<file path="config.mk">
export PLATFORM = sky130hd
export DESIGN_NAME = regfile_alu_datapath
export DESIGN_NICKNAME = d
export VERILOG_FILES = /design/src/rtl/regfile_alu_datapath.sv
export SDC_FILE = /design/constraint.sdc
export NUM_CORES = 1
export LEC_CHECK = 0
export CAP_MARGIN = 20
export CORE_UTILIZATION = 50
export CTS_CLUSTER_DIAMETER = 150
export DETAILED_ROUTE_END_ITERATION = 10
export PLACE_DENSITY_LB_ADDON = 0.2
export SLEW_MARGIN = 20
export SYNTH_ARGS = -nofsm -noshare
export SYNTH_HDL_FRONTEND = slang
export SYNTH_SLANG_ARGS = --single-unit
</file>
<file path="constraint.sdc">
create_clock -name clk -period 9.2 [get_ports clk]
set_input_delay 1.84 -clock clk [delete_from_list [all_inputs] [get_ports clk]]
set_output_delay 1.84 -clock clk [all_outputs]
set_load 0.05 [all_outputs]
</file>
<file path="src/rtl/regfile_alu_datapath.sv">
// Two-stage register-file/ALU execution datapath driven by the sequencer control word.
// The EX stage reads operands (with WB->EX bypass) and computes; the WB stage writes the register file.
module regfile_alu_datapath #(
    parameter int DATA_W = 16,
    parameter int REG_AW = 4,
    parameter int IMM_W  = 8
) (
    input  logic              clk,
    input  logic              clr,
    input  logic              exec_en,
    input  logic              selectImm,
    input  logic [REG_AW-1:0] loadReg,
    input  logic [REG_AW-1:0] readRegA,
    input  logic [REG_AW-1:0] readRegB,
    input  logic [IMM_W-1:0]  Imm,
    input  logic [7:0]        op,
    output logic [DATA_W-1:0] result,
    output logic              result_valid,
    output logic [3:0]        flags,
    output logic              illegal_op,
    input  logic [REG_AW-1:0] dbg_sel,
    output logic [DATA_W-1:0] dbg_data
);
    localparam int NREG = 1 << REG_AW;

    localparam logic [7:0] OP_AND  = 8'h01;
    localparam logic [7:0] OP_OR   = 8'h02;
    localparam logic [7:0] OP_XOR  = 8'h03;
    localparam logic [7:0] OP_LSH  = 8'h04;
    localparam logic [7:0] OP_ADD  = 8'h05;
    localparam logic [7:0] OP_ADDC = 8'h07;
    localparam logic [7:0] OP_SUB  = 8'h09;
    localparam logic [7:0] OP_CMP  = 8'h0B;
    localparam logic [7:0] OP_MOV  = 8'h0D;

    logic [NREG-1:0][DATA_W-1:0] rf_q, rf_d;
    logic [REG_AW-1:0]           wb_dest_q, wb_dest_d;
    logic [DATA_W-1:0]           wb_data_q, wb_data_d;
    logic                        wb_we_q, wb_we_d;
    logic [DATA_W-1:0]           result_q, result_d;
    logic                        result_valid_q, result_valid_d;
    logic [3:0]                  flags_q, flags_d;
    logic                        illegal_q, illegal_d;

    logic [DATA_W-1:0] opa, opb, alu_res;
    logic [DATA_W:0]   ext;
    logic              alu_write, alu_illegal, upd_all, upd_zn;
    logic              c_new, f_new;

    // Operand fetch: the pending WB write is newer than the register file, so it wins.
    always_comb begin
        opa = (wb_we_q && wb_dest_q == readRegA) ? wb_data_q : rf_q[readRegA];
        if (selectImm)
            opb = {{(DATA_W-IMM_W){Imm[IMM_W-1]}}, Imm};
        else
            opb = (wb_we_q && wb_dest_q == readRegB) ? wb_data_q : rf_q[readRegB];
    end

    always_comb begin
        ext         = '0;
        alu_res     = '0;
        alu_write   = 1'b1;
        alu_illegal = 1'b0;
        upd_all     = 1'b0;
        upd_zn      = 1'b0;
        c_new       = 1'b0;
        f_new       = 1'b0;
        case (op)
            OP_AND: begin alu_res = opa & opb; upd_zn = 1'b1; end
            OP_OR:  begin alu_res = opa | opb; upd_zn = 1'b1; end
            OP_XOR: begin alu_res = opa ^ opb; upd_zn = 1'b1; end
            OP_LSH: alu_res = opa << opb[3:0];
            OP_MOV: alu_res = opb;
            OP_ADD, OP_ADDC: begin
                ext     = {1'b0, opa} + {1'b0, opb}
                        + {{DATA_W{1'b0}}, (op == OP_ADDC) & flags_q[3]};
                alu_res = ext[DATA_W-1:0];
                c_new   = ext[DATA_W];
                f_new   = (opa[DATA_W-1] == opb[DATA_W-1]) && (alu_res[DATA_W-1] != opa[DATA_W-1]);
                upd_all = 1'b1;
            end
            OP_SUB, OP_CMP: begin
                // Top bit of the widened difference is the borrow (A < B unsigned).
                ext       = {1'b0, opa} - {1'b0, opb};
                alu_res   = ext[DATA_W-1:0];
                c_new     = ext[DATA_W];
                f_new     = (opa[DATA_W-1] != opb[DATA_W-1]) && (alu_res[DATA_W-1] != opa[DATA_W-1]);
                upd_all   = 1'b1;
                alu_write = (op == OP_SUB);
            end
            default: begin
                alu_write   = 1'b0;
                alu_illegal = 1'b1;
            end
        endcase
    end

    always_comb begin
        rf_d = rf_q;
        if (wb_we_q)
            rf_d[wb_dest_q] = wb_data_q;

        wb_dest_d      = wb_dest_q;
        wb_data_d      = wb_data_q;
        wb_we_d        = 1'b0;
        result_d       = result_q;
        result_valid_d = 1'b0;
        flags_d        = flags_q;
        illegal_d      = 1'b0;
        if (exec_en) begin
            wb_dest_d      = loadReg;
            wb_data_d      = alu_res;
            wb_we_d        = alu_write;
            result_d       = alu_res;
            result_valid_d = 1'b1;
            illegal_d      = alu_illegal;
            if (upd_all)
                flags_d = {c_new, f_new, alu_res == '0, alu_res[DATA_W-1]};
            else if (upd_zn)
                flags_d = {flags_q[3:2], alu_res == '0, alu_res[DATA_W-1]};
        end
    end

    always_ff @(posedge clk or negedge clr) begin
        if (!clr) begin
            rf_q           <= '0;
            wb_dest_q      <= '0;
            wb_data_q      <= '0;
            wb_we_q        <= 1'b0;
            result_q       <= '0;
            result_valid_q <= 1'b0;
            flags_q        <= '0;
            illegal_q      <= 1'b0;
        end else begin
            rf_q           <= rf_d;
            wb_dest_q      <= wb_dest_d;
            wb_data_q      <= wb_data_d;
            wb_we_q        <= wb_we_d;
            result_q       <= result_d;
            result_valid_q <= result_valid_d;
            flags_q        <= flags_d;
            illegal_q      <= illegal_d;
        end
    end

    assign result       = result_q;
    assign result_valid = result_valid_q;
    assign flags        = flags_q;
    assign illegal_op   = illegal_q;
    assign dbg_data     = rf_q[dbg_sel];
endmodule
</file>
; ---- Yosys cells after proc, flatten, opt, wreduce, memory -nomap -nowiden
; Cells that the tools add are included.
[op_classes]
order_cmp = 5
n_bitwise = 4
reduce_logical = 15
n_addsub = 3
shift = 1
n_eq_ne = 15
mux = 24
[op_table]
columns = cell, count
row1 = 256-bit bitwise mux, 1
row2 = 16-bit binary-select mux with 4-bit select, 3
row3 = 16-bit two-way mux, 7
row4 = 16-bit one-hot mux with 7 select lines, 1
row5 = 16-bit demux with 4-bit select, 1
row6 = 8-bit by 3-bit equality test with 1-bit output (second input constant), 3
row7 = 8-bit by 4-bit equality test with 1-bit output (second input constant), 3
row8 = 4-bit by 5-bit less-than comparator with 1-bit output (second input constant), 4
row9 = 16-bit by 16-bit adder with 17-bit output, 1
row10 = 17-bit by 1-bit adder with 17-bit output, 1
row11 = 16-bit by 16-bit subtractor with 17-bit output, 1
row12 = 16-bit AND, 1
row13 = 8-bit by 2-bit equality test with 1-bit output (second input constant), 2
row14 = 16-bit logical NOT, 1
row15 = 16-bit bitwise OR, 1
row16 = 16-bit by 4-bit << shifter with 16-bit output, 1
row17 = 16-bit XOR, 1
row18 = 9-bit OR reduction, 1
row19 = 4-bit equality test, 2
row20 = 8-bit by 1-bit equality test with 1-bit output (second input constant), 1
row21 = 7-bit OR reduction, 1
row22 = 1-bit two-way mux, 6
row23 = 1-bit one-hot mux with 2 select lines, 3
row24 = 1-bit logical AND, 5
row25 = other kinds (11), 15
[totals]
wordCells = 90
reg_bits = 283
input_bits = 36
output_inout_bits = 38

; ---- Logic depth before layout (Yosys ltp)
[logic_depth]
ltp_word = 10
ltp_mapped = 24
ltp_nobuf = 20

; ---- Least setup slack after synthesis
; No wires, ideal clock.
[synth_path]
kind = in2reg
from = input port readRegB[1]
to = register flags_q[1] (netlist: flags[1])
required_time_ps = 9134
path_stages = 22
setup_ps = 66
path_buffers = 6
path_slack_ps = 2715
t_arrival_ps = 6418
cell_sequence = buf_2 > buf_2 > buf_2 > clkbuf_1 > clkbuf_1 > mux4_2 > mux4_2 > mux2i_1 > nand2_1 > nand2_1 > ha_1 > clkbuf_1 > nor2_1 > a211oi_1 > xor2_1 > a221oi_1 > o21ai_0 > a221o_1 > a21oi_2 > and4_1 > and4_1 > a41o_1
[synth_between]
elab_chain_len = 10
elab_cells_between_ends = 17
classes_between = 3 x add/sub / 1 x eq/ne / 1 x shift / 7 x mux / 3 x bitwise / 2 x reduce/logical
[synth_lines]
columns = item, line
row1 = "start, declared", 14  ; input logic [REG_AW-1:0] readRegB,
row2 = 16-bit binary-select mux with 4-bit select / 4-bit equality test (equally long branches), 56  ; opb = (wb_we_q && wb_dest_q == readRegB) ? wb_data_q : rf_q[readRegB];
row3 = 16-bit two-way mux (implied by the code) / 1-bit logical AND (equally long branches), 56
row4 = 16-bit two-way mux *, 56
row5 = 16-bit two-way mux *, 53  ; if (selectImm)
row6 = 16-bit by 16-bit adder with 17-bit output, 75  ; ext = {1'b0, opa} + {1'b0, opb}
row7 = 17-bit by 1-bit adder with 17-bit output, 76  ; + {{DATA_W{1'b0}}, (op == OP_ADDC) & flags_q[3]};
row8 = 16-bit one-hot mux with 7 select lines *, 68  ; case (op)
row9 = 16-bit logical NOT *, "118, 120"
row10 = 2-bit two-way mux, 119  ; else if (upd_zn)
row11 = 4-bit two-way mux *, 117  ; if (upd_all)
row12 = "end signal, assigned", 141  ; flags_q <= flags_d;
row13 = "end, declared", 42  ; logic [3:0] flags_q, flags_d;
; Mark *: on every way between the ends. The rest lies on a longest branch, timed or not. The select of a mux whose other input is x is not followed.
; A chain may end at the register's enable or synchronous reset.

; ---- Worst setup path in the final report
[layout_path]
from = input port readRegB[2]
to = register flags_q[1] (netlist: flags[1])
; The elaborated chain is that of the path after synthesis.

==> impl_results.md <==
- Status: finished, final reports clean
- Clock transition at path regs: 60 ps
- Std-Cell Core Area: 39910 um2
- Maximum net fanout on the critical path: 22
- I/O Buffers: 73
- Clk sinks: 283
- Post-synthesis register bit count: 283
- Post-route design area: 22440 um2
- Critical Path Start Type: input pin
- TritonCTS clock tree: built
- Transition time at the pin with the least slew margin: 1033 ps
- Clock latency at the later pin of the worst-skew pair: 590 ps
- Total number of yosys warnings: 0
- Final weighted congestion in routability-driven placement: 0.9602
- Num CTS Buffers: 31
- Via count of the first global-routing pass: 15139
- Clock H-tree levels: 1
- Kind of capture point of the worst setup path: flip-flop
- Pwr/cell area: roughly 140 nW/um2
- Maximum clock frequency: 135.8 MHz
- DP Area: 21350 um2
- Die Footprint: 41370 um2
- Number of optimization iterations in the first detailed-route pass: 6
- Overall via count from detail_route: 15266
- Fraction of layout cells with a size suffix above 1: a little over a third
- Mean instance size in the synthesized netlist: 12.19 um2
- Data arrival time of the worst path: 7880 ps
- Chip width: 203.4 um
- Global route total overflow: 0
- Nets: between 1500 and 2000
- Hold/Removal Path Class: reg2reg
- Total Routed Length: 64.87 mm
- Effective utilization at floorplan: between 50% and 60%
- Max VDD drop: 0.1297 mV
- Global-route wire length before repair: between 90 and 100 mm
- Maximum number of pins on one net before global-route repair: 91
- Fin crit share: 80.05%
- WS Path Type: in2reg
- Setup violators final: 0
- Floorplan die height: 203.4 um
- Required time of the critical path: about 9700 ps
- Remaining routing DRC violations: 0
- I/O pin total: 74
- Remaining antenna violation count after routing: 0
- Area Overhead vs Synth: 10.64%
- Net count after synthesis: ~1700
- Area of the mapped netlist: 20280 um2
- Sequential element share of the synthesized area: 34.92%
- Detailed-placement wirelength estimate: 43.11 mm
- Pins Over Slew Limit: 0
- Prevailing post-synth register cell: dfrtp_1
- Gate count of the mapped netlist: 1664
- Total count of hold-check failures in the final report: 0
- Clock buffer depth: 3
- Slew HR: 31.16%
- EDFF count, synth: 0
- Total routing resource utilization after global routing: 32.14%
- Iteration-0 DRC count of the detailed router: 1464
- Core Rows: 73
- Total Negative Setup Slacks: 0 ps
- Worst clock skew: 17.35 ps
- Setup repair after global routing missed its margin: false
- Count of cell types in the netlist: 74
- Root buffer selected by CTS: clkbuf_16
- Per-cell via count in the routed design: 6.905
- Leakage Power: slightly below 10 nW
- Hold buffer count at cts: 0
- Number of antenna violations at the first check in global routing: 0
- Async set-reset flop share out of synthesis: 100.0%
- Routed wire length per instance: 29.34 um
- Max-cap check violation count: 0
- Post-CTS setup buffers: 0
- CTS-repair resized insts: 0
- Final worst path period need: 7365 ps
## metal layers
layer	global-route usage, %	vias up	wire length (um)
met3	4.714	176	4668
met1	44.04	7954	26400
met2	50.74	723	30730
met4	14.90	0	3076
met5	0	-	0
li1	-	6413	-
## power by group
| part | total, mW | leakage, nW | internal [mW] | switching, mW |
|---|---|---|---|---|
| Sequential | 1.35 | 3.90 | 1.28 | 0.0687 |
| Clock | 1.29 | 0.522 | 0.766 | 0.524 |
| Combinational | 0.468 | 5.39 | 0.190 | 0.278 |
| Total | 3.11 | 9.82 | 2.24 | 0.871 |
## path summary, 6_finish.rpt
path	startpoint	endpoint	slack (ps)	depth (start not counted)
max	readRegB[2]	flags[1]$_DFFE_PN0P_	1840	20
min	rf_q[17]$_DFFE_PN0P_	rf_q[17]$_DFFE_PN0P_	530	2
max reg2reg	result[0]$_DFFE_PN0P_	flags[1]$_DFFE_PN0P_	3580	18
min reg2reg	rf_q[17]$_DFFE_PN0P_	rf_q[17]$_DFFE_PN0P_	530	2
max in group asynchronous	clr	rf_q[185]$_DFFE_PN0P_	6590	2
min in group asynchronous	clr	rf_q[96]$_DFFE_PN0P_	1280	1
## sequential cells by signal, indices dropped and copies added, names as in the netlist
signal and count:
wb_dest_q 4, wb_we_q 1, illegal_op 1, flags 4, result_valid 1, result 16
rf_q 256
## worst max-delay path: stages
cell,delay (ps)
clkdlybuf4s50_1,940
xnor2_1,420
nand3_1,270
o41ai_1,440
a21oi_2,50
buf_4,250
fa_1,480
fa_1,490
o21bai_1,160
a21oi_1,160
o21ai_0,360
a211oi_1,200
o31ai_1,490
o21ai_0,150
nand4b_1,150
nand3_1,90
a211oi_1,330
and4_1,240
and4_1,190
a41o_1,160
## cell families after synthesis
group | count (synthesis) | synth area share [%]
AO/OA/AOI/OAI | 279 | 8.909
XOR/XNOR | 21 | 0.9069
adder cells (fa/ha/maj) | 49 | 3.097
buffers and inverters | 210 | 4.356
flip-flops | 283 | 34.92
multiplexers | 524 | 41.04
AND/OR/NAND/NOR | 298 | 6.774
## area by class of cell
cell class / count / area (um2)
clock inverters: 11 / 137.6
clock buffers: 46 / 912.1
multi-input cells: 1171 / 12380
inverters: 56 / 210.2
well taps: 525 / 656.9
flip-flops and latches: 283 / 7082
fillers: 3315 / 17480
repair buffers: 118 / 1060
diodes: 1 / 2.502
## cells in the mapped netlist, types with 14 or more instances
cell type / instances / area [um2]
mux4_2: 221 / 4977
nor2_1: 81 / 304.0
mux2_2: 246 / 2770
o22ai_1: 14 / 87.58
nand3_1: 38 / 190.2
nor3_1: 19 / 95.09
xnor2_1: 18 / 157.7
dfrtp_1: 283 / 7082
nand2_1: 99 / 371.6
ha_1: 47 / 588.1
o21ai_0: 71 / 355.3
clkbuf_1: 99 / 371.6
inv_1: 53 / 198.9
buf_2: 25 / 125.1
mux2i_1: 56 / 560.5
buf_1: 20 / 75.07
a21oi_1: 76 / 380.4
## per-stage QoR
| stage | utilization [%] | instances | hold slack (ps) | worst slack [ps] | power, mW |
|---|---|---|---|---|---|
| after floorplan | - | 1664 | 477.1 | 2715 | 1.666 |
| after global placement | 53.50 | 2152 | 495.5 | 1465 | 1.829 |
| after detailed placement | 53.50 | 2152 | 514.3 | 1394 | 1.836 |
| after CTS | 56.13 | 2209 | 527.0 | 1939 | 3.127 |
| after global routing | 56.21 | 2210 | 556.5 | 1475 | 3.217 |
| final | 56.21 | 2211 | 527.7 | 1835 | 3.110 |
## cells in the final DEF, fill, tap and decap left out, types with 9 or more instances in the layout
cell type        netlist  routed
nor3_1                19      19
a221o_1               10      10
xnor2_1               18      18
mux2_2               246     246
dfrtp_1              283     283
nand2_1               99      99
o22ai_1               14      14
ha_1                  47      47
nand3_1               38      38
clkdlybuf4s50_1        0      63
nor2_1                81      72
mux4_2               221     221
a211oi_1              10      10
clkbuf_16              0      31
nor4_1                10       9
a31oi_1               10      10
inv_1                 53      53
o21ai_0               71      71
buf_4                  3      46
mux2i_1               56      56
a21oi_1               76      76
No activity file was read; power rests on OpenSTA's default activity.
